$ cat config.mk
export PLATFORM = sky130hd
export DESIGN_NAME = sprite_engine
export DESIGN_NICKNAME = d
export VERILOG_FILES = /design/src/rtl/sprite_pkg.sv /design/src/rtl/sprite_rom.sv /design/src/rtl/sprite_engine.sv
export SDC_FILE = /design/constraint.sdc
export NUM_CORES = 1
export LEC_CHECK = 0
export BUFFER_PORTS_ARGS = -buffer_cell sky130_fd_sc_hd__buf_2
export CAP_MARGIN = 20
export CORE_ASPECT_RATIO = 0.8
export CORE_MARGIN = 5
export CORE_UTILIZATION = 55
export CTS_CLUSTER_DIAMETER = 100
export DETAILED_ROUTE_END_ITERATION = 10
export PLACE_DENSITY_LB_ADDON = 0.05
export SLEW_MARGIN = 10
export SYNTH_ARGS = -nofsm -noshare
export SYNTH_HDL_FRONTEND = slang
export SYNTH_SLANG_ARGS = --single-unit
$ cat constraint.sdc
create_clock -name clk -period 4.5 [get_ports clk]
set_input_delay 0.225 -clock clk [delete_from_list [all_inputs] [get_ports clk]]
set_output_delay 0.225 -clock clk [all_outputs]
set_load 0.1 [all_outputs]
$ cat src/rtl/sprite_pkg.sv
// Shared sprite constants: default geometry, FSM states and the 16x16 ship bitmap.
// Bitmap rows are MSB-first: bit 15 is the leftmost column.
package sprite_pkg;

   localparam int SPR_W_DEF = 16;
   localparam int SPR_H_DEF = 16;
   localparam int BMP_W     = 16;
   localparam int BMP_H     = 16;
   localparam int BMP_RW    = 4;

   typedef enum logic [1:0] {IDLE, ARMED, DRAW} state_t;

   // Row 15 first so that SHIP[r] selects bitmap row r.
   localparam logic [BMP_H-1:0][BMP_W-1:0] SHIP = {
      16'h0100, 16'h0300, 16'h0780, 16'h0FC0,
      16'h1FF0, 16'h3FFC, 16'h3FFE, 16'h3E7F,
      16'h3E7F, 16'h3FFE, 16'h3FFC, 16'h1FF0,
      16'h0FC0, 16'h0780, 16'h0300, 16'h0000
   };

   // Exhaust flame: columns 0-1 of rows 5-10, inverted in every frame except frame 0.
   localparam logic [BMP_W-1:0]  FLAME_MASK   = 16'hC000;
   localparam logic [BMP_RW-1:0] FLAME_ROW_LO = 4'd5;
   localparam logic [BMP_RW-1:0] FLAME_ROW_HI = 4'd10;

endpackage

$ cat src/rtl/sprite_rom.sv
// Combinational sprite bitmap lookup: one SPR_W-bit row of the selected animation frame.
module sprite_rom
   import sprite_pkg::*;
#(
   parameter int SPR_W   = SPR_W_DEF,
   parameter int SPR_H   = SPR_H_DEF,
   parameter int FRAME_W = 2,
   parameter int ROW_W   = 4
) (
   input  logic [FRAME_W-1:0] frame,
   input  logic [ROW_W-1:0]   row,
   output logic [SPR_W-1:0]   bits
);

   logic [BMP_RW-1:0] ri;
   logic [BMP_W-1:0]  base;

   always_comb begin
      ri   = BMP_RW'(row);
      base = SHIP[ri];
      if ((frame != '0) && (ri >= FLAME_ROW_LO) && (ri <= FLAME_ROW_HI))
         base = base ^ FLAME_MASK;
   end

   // Sprites wider than the bitmap repeat it horizontally.
   for (genvar c = 0; c < SPR_W; c++) begin : g_col
      assign bits[SPR_W-1-c] = base[BMP_W-1-(c % BMP_W)];
   end

endmodule

$ cat src/rtl/sprite_engine.sv
// Single hardware sprite: per-frame shadowed position/flags, animation ticker and
// a per-line IDLE/ARMED/DRAW sequencer emitting one registered pixel per clock.
module sprite_engine
   import sprite_pkg::*;
#(
   parameter int SPR_W    = SPR_W_DEF,
   parameter int SPR_H    = SPR_H_DEF,
   parameter int N_FRAMES = 4,
   parameter int COORD_W  = 10,
   localparam int FRAME_W = (N_FRAMES > 1) ? $clog2(N_FRAMES) : 1
) (
   input  logic               clk,
   input  logic               rst_n,
   input  logic [COORD_W-1:0] hcount,
   input  logic [COORD_W-1:0] vcount,
   input  logic               line_start,
   input  logic               frame_start,
   input  logic [COORD_W-1:0] spr_x,
   input  logic [COORD_W-1:0] spr_y,
   input  logic               visible,
   input  logic               flip_x,
   input  logic               flip_y,
   input  logic [3:0]         anim_rate,
   output logic               pixel_on,
   output logic [FRAME_W-1:0] frame_idx,
   output logic               drawing
);

   localparam int ROW_W = (SPR_H > 1) ? $clog2(SPR_H) : 1;
   localparam int COL_W = (SPR_W > 1) ? $clog2(SPR_W) : 1;
   localparam logic [COORD_W:0]  H_LIM   = (COORD_W+1)'(SPR_H);
   localparam logic [ROW_W-1:0]  ROW_MAX = ROW_W'(SPR_H - 1);
   localparam logic [COL_W-1:0]  COL_MAX = COL_W'(SPR_W - 1);

   state_t             state, state_nxt;
   logic [COORD_W-1:0] x0, y0;
   logic               vis, fx, fy;
   logic [3:0]         tick, tick_nxt;
   logic [FRAME_W-1:0] frame_nxt;
   logic [SPR_W-1:0]   line_bits, line_nxt, rom_bits;
   logic [COL_W-1:0]   col, col_nxt;
   logic               pix_nxt;

   logic [COORD_W-1:0] eff_x0, eff_y0;
   logic               eff_vis, eff_fx, eff_fy, row_hit;
   logic [COORD_W:0]   row_diff;
   logic [ROW_W-1:0]   rom_row;

   function automatic logic pick(input logic [SPR_W-1:0] b, input logic [COL_W-1:0] c,
                                 input logic mirror);
      return mirror ? b[c] : b[COL_MAX - c];
   endfunction

   // A frame_start coinciding with line_start must already see the new shadows and frame.
   always_comb begin
      eff_x0  = frame_start ? spr_x     : x0;
      eff_y0  = frame_start ? spr_y     : y0;
      eff_vis = frame_start ? visible   : vis;
      eff_fx  = frame_start ? flip_x    : fx;
      eff_fy  = frame_start ? flip_y    : fy;

      tick_nxt  = tick;
      frame_nxt = frame_idx;
      if (frame_start && (anim_rate != 4'd0)) begin
         if (tick >= anim_rate - 4'd1) begin
            tick_nxt  = 4'd0;
            frame_nxt = (N_FRAMES > 1) ? frame_idx + 1'b1 : '0;
         end else begin
            tick_nxt = tick + 4'd1;
         end
      end

      // The extra sign bit keeps lines above the sprite from wrapping into range.
      row_diff = {1'b0, vcount} - {1'b0, eff_y0};
      row_hit  = eff_vis && !row_diff[COORD_W] && (row_diff < H_LIM);
      rom_row  = row_diff[ROW_W-1:0];
      if (eff_fy)
         rom_row = ROW_MAX - rom_row;
   end

   sprite_rom #(
      .SPR_W   (SPR_W),
      .SPR_H   (SPR_H),
      .FRAME_W (FRAME_W),
      .ROW_W   (ROW_W)
   ) u_rom (
      .frame (frame_nxt),
      .row   (rom_row),
      .bits  (rom_bits)
   );

   always_comb begin
      state_nxt = state;
      col_nxt   = col;
      line_nxt  = line_bits;
      pix_nxt   = 1'b0;
      if (line_start) begin
         col_nxt = '0;
         if (!row_hit) begin
            state_nxt = IDLE;
         end else begin
            line_nxt = rom_bits;
            // A sprite at x0 == 0 starts in the line_start cycle itself.
            if (hcount == eff_x0) begin
               state_nxt = DRAW;
               pix_nxt   = pick(rom_bits, '0, eff_fx);
            end else begin
               state_nxt = ARMED;
            end
         end
      end else begin
         unique case (state)
            ARMED: begin
               if (hcount == x0) begin
                  state_nxt = DRAW;
                  col_nxt   = '0;
                  pix_nxt   = pick(line_bits, '0, fx);
               end
            end
            DRAW: begin
               if (col == COL_MAX) begin
                  state_nxt = IDLE;
               end else begin
                  col_nxt = col + 1'b1;
                  pix_nxt = pick(line_bits, COL_W'(col + 1'b1), fx);
               end
            end
            default: state_nxt = IDLE;
         endcase
      end
   end

   always_ff @(posedge clk or negedge rst_n) begin
      if (!rst_n) begin
         state     <= IDLE;
         col       <= '0;
         line_bits <= '0;
         pixel_on  <= 1'b0;
         tick      <= 4'd0;
         frame_idx <= '0;
         x0        <= '0;
         y0        <= '0;
         vis       <= 1'b0;
         fx        <= 1'b0;
         fy        <= 1'b0;
      end else begin
         state     <= state_nxt;
         col       <= col_nxt;
         line_bits <= line_nxt;
         pixel_on  <= pix_nxt;
         tick      <= tick_nxt;
         frame_idx <= frame_nxt;
         if (frame_start) begin
            x0  <= spr_x;
            y0  <= spr_y;
            vis <= visible;
            fx  <= flip_x;
            fy  <= flip_y;
         end
      end
   end

   assign drawing = (state == DRAW);

endmodule

# == Word level (Yosys, flattened, before mapping) ==
# Memory sizes are Yosys's and may differ from the RTL's.
# Index checks and enable logic that the tools add are counted.
# op_classes
add_sub_neg,7
magnitude_cmp,7
n_eq_ne,8
n_mux,34
n_bitwise,1
reduce_logical,12
# op_table
operator,count
two-way mux 16 bit,2
== test 10 bit,2
two-way mux 10 bit,2
two-way mux 4 bit,5
"less-than comparator 4 x 5 -> 1 bit, second input constant",3
two-way mux 2 bit,7
two-way mux 1 bit,13
"less-than comparator 11 x 5 -> 1 bit, second input constant",1
subtractor 10 x 10 -> 11 bit,1
"adder 4 x 1 -> 4 bit, second input constant",2
binary-select mux 1 bit (select 4 bit),2
case mux 4 bit (2 select lines),1
"subtractor 4 bit, first input constant",2
"inequality test 3 bit, second input constant",2
logical AND 1 bit,5
"== test 4 bit, second input constant",1
"greater-or-equal comparator 4 x 3 -> 1 bit, second input constant",1
greater-or-equal comparator 4 bit,1
"<= comparator 4 bit, second input constant",1
case mux 2 bit (2 select lines),1
AND reduction 2 bit,2
nonzero test 4 bit,1
"subtractor 4 x 1 -> 4 bit, second input constant",1
"inequality test 3 x 2 -> 1 bit, second input constant",1
9 further kinds,9
# word_totals
regBits,52
romBits,256
out_inout_bits,4
memories,1
# memory_table
name,words,word_bits,rd,rd_clocked_by_memory_dff,write_ports,line_no,rtl
(no name shown),16,16,1,0,0,sprite_rom.sv:20,base = SHIP[ri];

# == Logic depth before layout (Yosys ltp) ==
# depth
depth_word,12
mapped_depth,18

# == Modules after synthesis ==
# Synthesis repeated with hierarchy kept, for this count alone.
# hier_totals
cells_unflattened,323
area_unflattened_um2,3603.5
# by_module_without_submodules
mod,n_inst,cells_per_inst,area_each_um2,seq_area_each_um2
sprite_engine,1,278,3310.7,1301.2
sprite_rom,1,45,292.8,0.0

# == Worst setup path before layout ==
# No wires, ideal clock.
# synth_timing
path_type,input to register
startpoint,input port frame_start
endpoint,register line_bits[10]
arrival_time_ns,3.516
t_required_ns,4.375
path_slack_ns,0.859
stages,14
cell_sequence,buf_6 buf_8 clkbuf_1 mux2_2 ha_1 fa_1 nor2b_1 o2111ai_1 nand3b_1 nor3_1 or4_1 or2_1 clkbuf_1 mux2_2
# synth_via
elab_chain_cells,7
elab_cells_between_ends,14
cone_classes,add/sub (2); order compare (1); mux (6); reduce/logical (4); memory (1)
# synth_lines
element,line_no,rtl
from (decl),sprite_engine.sv:17,"input logic frame_start,"
two-way mux 10 bit (*),-,
net eff_y0[0],sprite_engine.sv:44,"logic [COORD_W-1:0] eff_x0, eff_y0;"
subtractor 10 x 10 -> 11 bit (*),sprite_engine.sv:74,"row_diff = {1'b0, vcount} - {1'b0, eff_y0};"
subtractor 4 bit,sprite_engine.sv:78,rom_row = ROW_MAX - rom_row;
two-way mux 4 bit,sprite_engine.sv:77,if (eff_fy)
memory read (16 x 16 bit),-,
two-way mux 16 bit (implied by the code),sprite_rom.sv:20,
two-way mux 16 bit,sprite_rom.sv:21,if ((frame != '0) && (ri >= FLAME_ROW_LO) && (ri <= FLAME_ROW_HI))
to (signal assigned),sprite_engine.sv:149,line_bits <= line_nxt;
to (decl),sprite_engine.sv:40,"logic [SPR_W-1:0] line_bits, line_nxt, rom_bits;"
# The timed path passes the listed nets; every way through them passes the cells marked *. The select of a mux whose other input is x is not followed.
# A chain may end at the register's enable or synchronous reset.

# == Worst setup path after layout ==
# layout_timing
startpoint,input port frame_start
endpoint,register line_bits[1]
# Same word-level chain as after synthesis.

==> flow_metrics.env <==
export IMPL_wl_um=6970
export IMPL_antenna_cells=0
export IMPL_cp_top_family="simple AND/OR/NAND/NOR gates"
export IMPL_ant_nets=0
export IMPL_powerDensity_mw_per_mm2=344
export IMPL_finalCritPeriodShare_pct=69.4
export IMPL_synth_area_per_cell_um2=9.46
export IMPL_cts_root_buffer="clkbuf_8"
export IMPL_worst_path_most_repeated_cell="mux2_2"
export IMPL_syn_num_nets=434
export IMPL_die_w_um=98.0
export IMPL_nets=487
export IMPL_grt_max_degree=47
export IMPL_crit_buf_inv=1
export IMPL_coreArea_mm2=0.00597
export IMPL_antenna_found_initial=0
export IMPL_cts_tree="built"
export IMPL_overflow=0
export IMPL_clkSinkCount=46
export IMPL_fill_cells=508
export IMPL_synthArstFlopShare_pct=100
export IMPL_clk_path_buf_depth=2
export IMPL_rsz0062_at_grt="false"
export IMPL_crit_path_end_kind="flop"
export IMPL_p_leak_nw=1.80
export IMPL_clk_latency_ps=300
export IMPL_reg2reg_to="line_bits[1]$_DFFE_PN0P_"
export IMPL_clock_fmax_mhz=320
export IMPL_dr_pass1_iters=4
export IMPL_vias=2720
export IMPL_finalMaxSlewViolations=0
export IMPL_synth_warnings=0
export IMPL_synth_ff_type="dfrtp_1"
export IMPL_hold_path_endpoint="y0[4]$_DFF_PN0_"
export IMPL_synthTopCellsByArea="dfrtp_1 34%, ha_1 8.1%, mux2_2 6.9%"
export IMPL_avgRoutedWirePerCell_um=14.1
export IMPL_synth_area_mm2=0.00341
export IMPL_synth_cell_types=51
export IMPL_hold_path_class="in2reg"
export IMPL_placementRows=25
export IMPL_ir_drop_uv=188
export IMPL_finalSetupViolCount=0
export IMPL_ys_ff_latch=46
export IMPL_synth_edf_count=0
export IMPL_track_usage_pct=18.9
export IMPL_ff2ff_path_depth=10
export IMPL_crit_slowest_cell="or4_1"
export IMPL_relSlewSlack_pct=51.2
export IMPL_io_buffers=54
export IMPL_drive_gt1_share_pct=22.9
export IMPL_initial_core_util_pct=57.0
export IMPL_die_y_um=80.4
export IMPL_startpoint_type="input port"
export IMPL_r2r_start="y0[0]$_DFF_PN0_"
export IMPL_drtIter0Drc=93
export IMPL_cp_arrival_ps=3310
export IMPL_yosysSeqAreaShare_pct=33.8
export IMPL_cp_max_fo=15
export IMPL_tightest_slew_ps=726
export IMPL_tns_ps=0
export IMPL_fin_crit_ps=3120
export IMPL_htree_levels=2
export IMPL_vias_per_cell=5.49
export IMPL_synthCells=360
export IMPL_cap_violations=0
export IMPL_hold_viol_final=0
export IMPL_crit_chain="buf_2, mux2_2, ha_1, fa_1, nor2b_1, o2111ai_1, nand3b_1, nor3_1, or4_1, or2_1, mux2_2"
export IMPL_rrSetupSlack_ps=1440
export IMPL_die_area_mm2=0.00788
export IMPL_synth_top_area_share_pct=33.8
export IMPL_min_path_cells=3
export IMPL_utilization_pct=64.4
export IMPL_cts_setup_buffers=0
export IMPL_crit_type="in2reg"
export IMPL_finalClockSkew_ps=5.81
export IMPL_status="finished clean"
export IMPL_globalplace_congestion=0.782
export IMPL_slowest_delay_ps=440
export IMPL_synthToLayoutAreaGrowth_pct=13.0
export IMPL_grt_pass1_vias=2663
export IMPL_drc=0
export IMPL_cts_clk_slew_worst_paths_ps=90
export IMPL_grt_pass1_wl_um=12200
export IMPL_dp_final_hpwl_um=5340
export IMPL_ios=55
export IMPL_cts_buffers=5
export IMPL_yosysTopAreaCell="dfrtp_1"
export IMPL_hold_path_startpoint="spr_y[4]"
export IMPL_required_ps=4690
[worst reg2reg max path, stage by stage, from the launching register on]
cell and delay, ps:
dfrtp_1 370, mux2_2 270, ha_1 220, fa_1 430, nor2b_1 160, o2111ai_1 130
nand3b_1 140, nor3_1 60, or4_1 440, or2_1 400, mux2_2 340
[power by group]
part	internal, W	leakage [nW]	switching (W)
registers	0.000470	0.581	0.0000520
logic	0.000218	1.18	0.000325
clock network	0.000109	0.0441	0.000149
total	0.000798	1.80	0.000527
[routing by layer]
layer	up-vias	wire length, um	global-route usage [%]	part of all wire [%]
li1	1391	-	-	-
met4	0	82	5.53	1.2
met3	8	318	4.08	4.6
met2	65	2980	29.4	43
met1	1256	3580	26.5	51
met5	-	0	0	0
[logic make-up after synthesis]
group           after synthesis  share of synthesized area (%)
xor+xnor                     33                           8.48
flops                        46                           33.8
buf+inv                      40                           4.99
fa+ha+maj                    23                           8.67
compound gates               74                           13.6
mux                          49                           16.3
simple gates                 95                           14.1
[registers in the layout, summed over array words and instances, names as in the netlist, 2 cells and up]
| register | flops |
|---|---|
| col | 4 |
| frame_idx | 2 |
| line_bits | 10 |
| state | 2 |
| tick | 4 |
| x0 | 10 |
| y0 | 10 |
[what timing repair did]
action	CTS	global route
hold buffers	0	1
gates resized for setup	0	0
endpoints found under the hold margin	0	9
[through the flow]
stage          instance area (um2)  total power (W)  instances  worst slack, ps  hold slack, ps
4_1_cts                       3820          0.00133        493             1360             136
5_1_grt                       3850          0.00143        495             1130             160
6_report                      3850          0.00132        495             1380             158
3_3_place_gp                  3730          0.00106        485             1110             468
2_1_floorplan                 3410         0.000938        360              859           -70.6
3_5_place_dp                  3730          0.00107        485             1060             467
[synthesized netlist by cell type, drive strengths merged, types with 11 or more instances]
master / instances
xnor2: 11
nor2: 18
dfrtp: 46
mux2: 24
a21oi: 13
mux2i: 23
xor2: 22
o21ai: 29
nand2b: 11
nand2: 29
inv: 28
ha: 22
[layout by cell type (no fill, tap or decap), types with 6 or more instances in the layout]
cell type	synthesis	layout
buf_2	0	54
dfrtp_1	46	46
nand2_1	29	29
inv_1	28	28
o21ai_0	27	27
mux2i_1	23	23
xor2_1	22	22
ha_1	22	22
mux2_2	21	21
nor2_1	18	18
a21oi_1	13	13
xnor2_1	11	11
nand2b_1	11	11
nor3_1	8	8
a211oi_1	6	6
nand3_1	6	6
[cell type report]
| class | count | area, um2 | area share, % |
|---|---|---|---|
| inverters | 28 | 105 | 2.73 |
| flip-flops and latches | 46 | 1150 | 29.9 |
| multi-input cells | 274 | 2090 | 54.2 |
| clock inverters | 3 | 21.3 | 0.553 |
| clock buffers | 5 | 68.8 | 1.79 |
| repair buffers | 58 | 315 | 8.19 |
| well taps | 81 | 101 | 2.63 |
[worst max path at each step]
stage | to | slack [ps] | from | cells after the start
after global placement | line_bits[11]$_DFFE_PN0P_ | 1110 | frame_start | 11
after CTS | line_bits[9]$_DFFE_PN0P_ | 1360 | frame_start | 11
after detailed placement | line_bits[9]$_DFFE_PN0P_ | 1060 | frame_start | 11
after global routing | pixel_on$_DFF_PN0_ | 1130 | frame_start | 13
after floorplan | line_bits[10]$_DFFE_PN0P_ | 860 | frame_start | 14
final | line_bits[1]$_DFFE_PN0P_ | 1380 | frame_start | 11
(Power assumes the default switching activity.)
